File: config.mk
export PLATFORM = sky130hd
export DESIGN_NAME = frame_dump_ctrl
export DESIGN_NICKNAME = d
export VERILOG_FILES = /design/src/rtl/frame_dump_ctrl.sv
export SDC_FILE = /design/constraint.sdc
export NUM_CORES = 1
export LEC_CHECK = 0
export CELL_PAD_IN_SITES_DETAIL_PLACEMENT = 1
export CELL_PAD_IN_SITES_GLOBAL_PLACEMENT = 1
export CORE_MARGIN = 5
export CORE_UTILIZATION = 37
export DETAILED_ROUTE_END_ITERATION = 10
export GPL_ROUTABILITY_DRIVEN = 0
export HOLD_SLACK_MARGIN = 0.12
export PLACE_DENSITY_LB_ADDON = 0.1
export SYNTH_ARGS = -nofsm -noshare
export SYNTH_HDL_FRONTEND = slang
export SYNTH_SLANG_ARGS = --single-unit
File: constraint.sdc
create_clock -name sys_clk_i -period 1.8 [get_ports sys_clk_i]
set_input_delay 0.27 -clock sys_clk_i [delete_from_list [all_inputs] [get_ports sys_clk_i]]
set_output_delay 0.27 -clock sys_clk_i [all_outputs]
set_load 0.05 [all_outputs]
File: src/rtl/frame_dump_ctrl.sv
// Snapshot dump scheduler: walks the downsample buffer and streams each word as 4 bytes, MSB first, paced against uart_busy_i.
// Define FRAME_DUMP_HEADER_EN to prefix each dump with SYNC0, SYNC1 and the frame count.
module frame_dump_ctrl #(
  parameter int WIDTH_X       = 40,
  parameter int HEIGHT_Y      = 30,
  parameter int DEBOUNCE_BITS = 14,
  parameter int HOLDOFF_BITS  = 13
`ifdef FRAME_DUMP_HEADER_EN
  ,
  parameter logic [7:0] SYNC0 = 8'hA5,
  parameter logic [7:0] SYNC1 = 8'h5A
`endif
) (
  input  logic        sys_clk_i,
  input  logic        sys_rst_n_i,
  input  logic        btn_i,
  input  logic        start_i,
  output logic [5:0]  read_x_o,
  output logic [4:0]  read_y_o,
  input  logic [31:0] read_data_i,
  input  logic        uart_busy_i,
  output logic        uart_wr_o,
  output logic [7:0]  uart_dat_o,
  output logic        busy_o,
  output logic        done_o,
  output logic [7:0]  frame_count_o
);

  // state  | meaning
  // IDLE   | waiting for trigger, address outputs hold
  // HDR    | sending SYNC0, SYNC1, frame count (header build only)
  // ADDR   | buffer address presented
  // FETCH  | read data valid, captured into shift register
  // SEND   | four bytes of the word, one per tx_ok
  // DONE   | one-cycle completion pulse, frame count bump
  typedef enum logic [2:0] {
    S_IDLE  = 3'd0,
`ifdef FRAME_DUMP_HEADER_EN
    S_HDR   = 3'd1,
`endif
    S_ADDR  = 3'd2,
    S_FETCH = 3'd3,
    S_SEND  = 3'd4,
    S_DONE  = 3'd5
  } state_t;

  localparam logic [DEBOUNCE_BITS-1:0] DB_ONES = '1;
  localparam logic [DEBOUNCE_BITS-1:0] DB_PRE  = {{(DEBOUNCE_BITS-1){1'b1}}, 1'b0};
  localparam logic [HOLDOFF_BITS-1:0]  HO_ONES = '1;
  localparam logic [5:0]               X_LAST  = 6'(WIDTH_X - 1);
  localparam logic [4:0]               Y_LAST  = 5'(HEIGHT_Y - 1);

  state_t                   state_q, state_d;
  logic                     btn_s1, btn_s2, btn_trig;
  logic [DEBOUNCE_BITS-1:0] db_cnt;
  logic [HOLDOFF_BITS-1:0]  ho_cnt;
  logic [5:0]               x_q, x_d;
  logic [4:0]               y_q, y_d;
  logic [1:0]               z_q, z_d;
  logic [31:0]              sh_q, sh_d;
  logic                     wr_q, wr_d;
  logic [7:0]               dat_q, dat_d;
  logic [7:0]               fc_q, fc_d;
  logic                     trig, tx_ok;
`ifdef FRAME_DUMP_HEADER_EN
  logic [1:0]               hdr_q, hdr_d;
`endif

  assign trig  = btn_trig | start_i;
  assign tx_ok = (ho_cnt == HO_ONES) && !uart_busy_i && !wr_q;

  always_ff @(posedge sys_clk_i) begin
    if (!sys_rst_n_i) begin
      state_q  <= S_IDLE;
      btn_s1   <= 1'b0;
      btn_s2   <= 1'b0;
      btn_trig <= 1'b0;
      db_cnt   <= '0;
      ho_cnt   <= '0;
      x_q      <= '0;
      y_q      <= '0;
      z_q      <= '0;
      sh_q     <= '0;
      wr_q     <= 1'b0;
      dat_q    <= '0;
      fc_q     <= '0;
`ifdef FRAME_DUMP_HEADER_EN
      hdr_q    <= '0;
`endif
    end else begin
      btn_s1 <= btn_i;
      btn_s2 <= btn_s1;
      if (!btn_s2)
        db_cnt <= '0;
      else if (db_cnt != DB_ONES)
        db_cnt <= db_cnt + 1'b1;
      // High only on the cycle the counter lands on all-ones: one trigger per press
      btn_trig <= btn_s2 && (db_cnt == DB_PRE);

      if (uart_busy_i)
        ho_cnt <= '0;
      else if (ho_cnt != HO_ONES)
        ho_cnt <= ho_cnt + 1'b1;

      state_q <= state_d;
      x_q     <= x_d;
      y_q     <= y_d;
      z_q     <= z_d;
      sh_q    <= sh_d;
      wr_q    <= wr_d;
      dat_q   <= dat_d;
      fc_q    <= fc_d;
`ifdef FRAME_DUMP_HEADER_EN
      hdr_q   <= hdr_d;
`endif
    end
  end

  always_comb begin
    state_d = state_q;
    x_d     = x_q;
    y_d     = y_q;
    z_d     = z_q;
    sh_d    = sh_q;
    wr_d    = 1'b0;
    dat_d   = dat_q;
    fc_d    = fc_q;
`ifdef FRAME_DUMP_HEADER_EN
    hdr_d   = hdr_q;
`endif
    case (state_q)
      S_IDLE: begin
        if (trig) begin
          x_d = '0;
          y_d = '0;
`ifdef FRAME_DUMP_HEADER_EN
          hdr_d   = '0;
          state_d = S_HDR;
`else
          state_d = S_ADDR;
`endif
        end
      end
`ifdef FRAME_DUMP_HEADER_EN
      S_HDR: begin
        if (tx_ok) begin
          wr_d  = 1'b1;
          hdr_d = hdr_q + 2'd1;
          case (hdr_q)
            2'd0:    dat_d = SYNC0;
            2'd1:    dat_d = SYNC1;
            default: dat_d = fc_q;
          endcase
          if (hdr_q == 2'd2)
            state_d = S_ADDR;
        end
      end
`endif
      S_ADDR:  state_d = S_FETCH;
      S_FETCH: begin
        sh_d    = read_data_i;
        z_d     = '0;
        state_d = S_SEND;
      end
      S_SEND: begin
        if (tx_ok) begin
          wr_d  = 1'b1;
          dat_d = sh_q[31:24];
          sh_d  = {sh_q[23:0], 8'h00};
          z_d   = z_q + 2'd1;
          if (z_q == 2'd3) begin
            if (x_q == X_LAST && y_q == Y_LAST) begin
              state_d = S_DONE;
            end else if (x_q == X_LAST) begin
              x_d     = '0;
              y_d     = y_q + 5'd1;
              state_d = S_ADDR;
            end else begin
              x_d     = x_q + 6'd1;
              state_d = S_ADDR;
            end
          end
        end
      end
      S_DONE: begin
        fc_d    = fc_q + 8'd1;
        state_d = S_IDLE;
      end
      default: state_d = S_IDLE;
    endcase
  end

  assign read_x_o      = x_q;
  assign read_y_o      = y_q;
  assign uart_wr_o     = wr_q;
  assign uart_dat_o    = dat_q;
  assign frame_count_o = fc_q;
  assign busy_o        = (state_q != S_IDLE) && (state_q != S_DONE);
  assign done_o        = (state_q == S_DONE);

endmodule
; Word level (Yosys, flattened, before mapping)
; Index checks and enable logic that the tools add are counted.
[word_totals]
register_bits = 95
input_bits = 37
out_inout_bits = 30
[classes]
addsub = 6
eq_ne = 17
muxes = 22
bitwise = 2
reduce_logical = 19
[ops]
columns = op, count
row1 = 32-bit one-hot mux with 2 select lines, 1
row2 = 32-bit 2-to-1 mux, 1
row3 = 6-bit 2-to-1 mux, 5
row4 = 5-bit 2-to-1 mux, 5
row5 = "14-bit by 1-bit adder with 14-bit output, second input constant", 1
row6 = "14-bit equality test, second input constant", 1
row7 = "14-bit != test, second input constant", 1
row8 = "13-bit by 1-bit adder with 13-bit output, second input constant", 1
row9 = "13-bit equality test, second input constant", 1
row10 = "13-bit != test, second input constant", 1
row11 = 3-bit 2-to-1 mux, 4
row12 = 3-bit one-hot mux with 4 select lines, 1
row13 = 6-bit one-hot mux with 2 select lines, 1
row14 = "2-bit != test, second input constant", 5
row15 = 5-bit one-hot mux with 2 select lines, 1
row16 = "8-bit by 1-bit adder with 8-bit output, second input constant", 1
row17 = 2-bit AND reduction, 4
row18 = "6-bit by 1-bit adder with 6-bit output, second input constant", 1
row19 = "3-bit by 2-bit equality test with 1-bit output, second input constant", 2
row20 = "3-bit equality test, second input constant", 2
row21 = "6-bit equality test, second input constant", 1
row22 = 6-bit AND reduction, 1
row23 = "5-bit by 1-bit adder with 5-bit output, second input constant", 1
row24 = "5-bit equality test, second input constant", 1
row25 = 16 further kinds, 22

; Logic depth before layout (Yosys ltp)
[logic_depth]
ltp_word = 6
mapped_depth = 8
depth_no_buf = 7

; Worst setup path before layout
; No wires, ideal clock.
[synth_path]
kind = reg2reg
from = register y_q[1], in the netlist read_y_o[1]
to = register x_q[4], in the netlist read_x_o[4]
setup_time_ns = 0.070
arrival_ns = 2.115
required_time_ns = 1.730
path_slack_ns = -0.386
path_stages_with_launch = 9
period_less_slack_ns = 2.186
cell_sequence = dfxtp_1 -> inv_1 -> ha_1 -> and4_1 -> nand4_1 -> nand3_1 -> clkbuf_1 -> or4_1 -> a21boi_1
[synth_via]
elab_chain_cells = 4
[synth_rtl]
columns = item, line
row1 = from (decl), 58  ; logic [4:0] y_q, y_d;
row2 = from (signal assigned), 107  ; y_q <= y_d;
row3 = 5-bit equality test, 172  ; if (x_q == X_LAST && y_q == Y_LAST) begin
row4 = 1-bit logical AND, 172
row5 = 2-bit != test (no line), -
row6 = 5-bit AND reduction (no line), -
row7 = to (signal assigned), 80  ; x_q <= '0;
row8 = to (signal assigned), 106  ; x_q <= x_d;
row9 = to (decl), 57  ; logic [5:0] x_q, x_d;
; No other way between the ends.
; A chain may end at the register's enable or synchronous reset.

; Final worst setup path
[layout_path]
from = register x_q[0], in the netlist read_x_o[0]
to = register x_q[1], in the netlist read_x_o[1]
[layout_via]
elab_chain_cells = 6
word_cells_on_any_way = 10
classes_between = add/sub: 1 / eq/ne: 2 / mux: 5 / reduce/logical: 2
[layout_rtl]
columns = item, line
row1 = 6-bit by 1-bit adder with 6-bit output or 6-bit equality test (tied branches), "179, 172, 174"
row2 = 6-bit 2-to-1 mux, 174  ; end else if (x_q == X_LAST) begin
row3 = 6-bit 2-to-1 mux, 172
row4 = 6-bit 2-to-1 mux, 171  ; if (z_q == 2'd3) begin
row5 = 6-bit 2-to-1 mux, 166  ; if (tx_ok) begin
row6 = 6-bit one-hot mux with 2 select lines, 131  ; case (state_q)
; Several ways; a longest one is shown, not always the timed one. The select of a mux whose other input is x is not followed.

==> results.json <==
{
  "status": "finished, violations left",
  "failed_checks": "negative setup slack",
  "drt_wl_total_mm": 12.26,
  "combPwrFrac_pct": 14.8,
  "cap_violations": 0,
  "synth_xor_area_share_pct": 5.219,
  "antenna_found_initial": 0,
  "antenna_cells_inserted": 0,
  "crit_start": "read_x_o[0]",
  "finClkSkew_ns": 0.006973,
  "syn_area_um2": 4363,
  "switchingPower_mw": 1.241,
  "vias": 3978,
  "p_leak_nw": 2.663,
  "drt-pass1-iter-count": 4,
  "p_seq_share_pct": 46.9,
  "drive_above_1_share_pct": 21.30,
  "clkTransAtPathRegs_ns": 0.06,
  "final.setup.tns_ns": -0.02572,
  "synth_top_family_by_area": "simple AND/OR/NAND/NOR gates",
  "first_iter_violations": 197,
  "grt_pass1_wl_mm": 20.36,
  "ys_ff_latch": 95,
  "preCtsSetupSlack_ns": -0.3043,
  "synthArstFlopShare_pct": 0,
  "synth_edf_count": 0,
  "fin_area_um2": 5934,
  "internal_power_mw": 3.390,
  "worstPathCellList": "ha_4, and4bb_2, nand4_1, nand3_4, buf_4, or3_1, a21boi_1",
  "fin_ws_ns": -0.02572,
  "utilization_pct": 51.75,
  "slew_headroom_pct": 65.00,
  "min_path_type": "in -> reg",
  "critPathMaxStageDelay_ns": 0.37,
  "finalHoldViolCount": 0,
  "ir_drop_mv": 1.268,
  "critical_path.reg2reg.startpoint": "read_x_o[0]",
  "root_buffer": "clkbuf_16",
  "synthSimpleGateAreaFrac_pct": 27.59,
  "place_inst": 720,
  "ioPinCount": 67,
  "placed_area_um2": 5410,
  "syn_inst": 501,
  "clk_latency_ns": 0.35,
  "cts_tree": "done",
  "tightest_slew_ns": 0.5241,
  "netlist_top_cells_count": "dfxtp_1, nand2_1, nand3_1",
  "synthTopCellsByArea": "dfxtp_1, nand2_1, nand3_1",
  "end_kind": "flip-flop",
  "final.period_utilization_pct": 101.4,
  "netlist.area_leader.share_pct": 43.59,
  "numCtsBuffers": 9,
  "path_max_fanout": 8,
  "hold_start": "sys_rst_n_i",
  "cts_buffer_depth": 2,
  "crit_required_ns": 2.07,
  "cts_htree_levels": 3,
  "vias_per_cell": 5.347,
  "yosysUniqueCellTypes": 57,
  "rsz0062_at_grt": "true",
  "final_cells": 744,
  "drc": 0,
  "syn_to_final_growth_pct": 36.02,
  "overflow": 0,
  "rows": 39,
  "p_clk_share_pct": 38.4,
  "grt_max_degree": 43,
  "crit_type": "reg -> reg",
  "die_w_um": 118.6,
  "grt_pass1_vias": 4097,
  "post-route-min-period_ns": 1.826,
  "cts_num_sinks": 95,
  "syn_avg_cell_area_um2": 8.708,
  "track_usage_pct": 17.31,
  "whs_ns": 0.3440,
  "ys_seq_area_share_pct": 43.59,
  "detail-route-antenna-nets": 0,
  "powerDensity_nw_per_um2": 780.5,
  "power.switching_fraction_pct": 26.80,
  "n_fill_cell": 1333,
  "cp_slowest_cell": "or3_1",
  "synth-compound-area-share_pct": 16.92,
  "synth_warnings": 0,
  "die_h_um": 118.6,
  "core_area_um2": 11470,
  "ctsHoldBuffers": 0,
  "crit_path_start_kind": "flip-flop",
  "synth_fa_ha_area_share_pct": 2.294,
  "wire_per_inst_um": 16.47,
  "synth-main-ff-cell": "dfxtp_1",
  "start_util_pct": 38.05,
  "fmax_ghz": 0.5477,
  "p_total_mw": 4.632,
  "dieArea_um2": 14060,
  "synth_most_common_cell": "dfxtp_1",
  "synth_nets": 546,
  "yosys.area.top_type": "dfxtp_1",
  "portBuffers": 66,
  "slew_viol_final": 0,
  "final_nets": 641,
  "dpl.hpwl_mm": 8.518,
  "final-setup-viol-count": 1,
  "synthMuxAreaShare_pct": 0.6883,
  "critPathArrivalTime_ns": 2.10
}
-- routing by layer --
metal,vias to the layer above,wire (µm),global-route usage [%]
met3,14,458,4.537
met1,1937,5710,22.23
met5,-,0,0
met4,0,170,4.678
met2,59,5917,28.81
li1,1968,-,-
-- critical path: cells and delay by family (launching register included) --
| family | cells | cell delay, ns |
|---|---|---|
| flops | 1 | 0.35 |
| compound gates | 1 | 0.15 |
| simple gates | 4 | 0.93 |
| fa+ha+maj | 1 | 0.16 |
| buf+inv | 1 | 0.18 |
-- cell type report --
class | instances | area [µm²] | share of cell area (%)
clock buffers | 11 | 232.7 | 3.922
multi-input cells | 369 | 2489 | 41.94
clock inverters | 5 | 33.78 | 0.5693
flip-flops and latches | 95 | 1922 | 32.38
well taps | 143 | 178.9 | 3.015
repair buffers | 114 | 1052 | 17.73
inverters | 7 | 26.28 | 0.4428
-- power groups by stage --
stage | sequential, mW | clock, mW | combinational, mW
after floorplan | 2.21 | 0 | 0.355
after global placement | 2.21 | 0 | 0.616
after detailed placement | 2.21 | 0 | 0.628
after CTS | 2.17 | 1.83 | 0.657
after global routing | 2.17 | 1.91 | 0.752
final | 2.17 | 1.78 | 0.684
-- final timing paths --
path                                    end  slack (ns)  cells past startpoint
worst max-delay path            read_x_o[1]       -0.03                      7
worst min-delay path             state_q[2]        0.34                      3
worst max register to register  read_x_o[1]       -0.03                      7
worst min register to register       btn_s2        0.45                      1
-- sequential cells by signal (all words and copies together), names as in the netlist --
signal,flops
read_x_o,6
frame_count_o,8
ho_cnt,13
z_q,2
btn_trig,1
uart_dat_o,8
read_y_o,5
btn_s2,1
btn_s1,1
sh_q,32
state_q,3
db_cnt,14
uart_wr_o,1
-- cells by family (layout without fill, tap and decap cells) --
family	Yosys count	count (layout)
compound gates	92	92
xor+xnor	26	26
fa+ha+maj	8	8
buf+inv	38	137
flops	95	95
mux	3	3
simple gates	239	240
-- placed cells by master (no fill, tap or decap), types with 3 or more instances in the layout --
cell              n
nand2_1          89
dfxtp_1          85
buf_4            61
nand3_1          47
clkdlybuf4s50_1  37
nor2_1           25
o211a_1          24
a21boi_0         16
xor2_1           15
nand4_1          14
and2_1           13
xnor2_1          11
and3_1           10
clkbuf_16        10
o21ai_0           7
dfxtp_2           7
inv_1             6
nor3_1            5
ha_1              5
dlymetal6s2s_1    5
nand2b_1          4
and4_4            4
a21boi_1          4
nor2b_1           4
a21oi_1           4
o211ai_1          4
buf_12            4
o21bai_1          3
a31oi_1           3
mux2i_1           3
and4_1            3
buf_6             3
dfxtp_4           3
-- timing repair --
item | CTS | global route
setup buffers | 1 | 5
resized for setup | 18 | 26
setup endpoints to repair | 38 | 53
gates cloned | 1 | 1
pin swaps | 6 | 7
endpoints found under the hold margin | 0 | 0
Note: power is estimated with default switching activity, not from simulation.
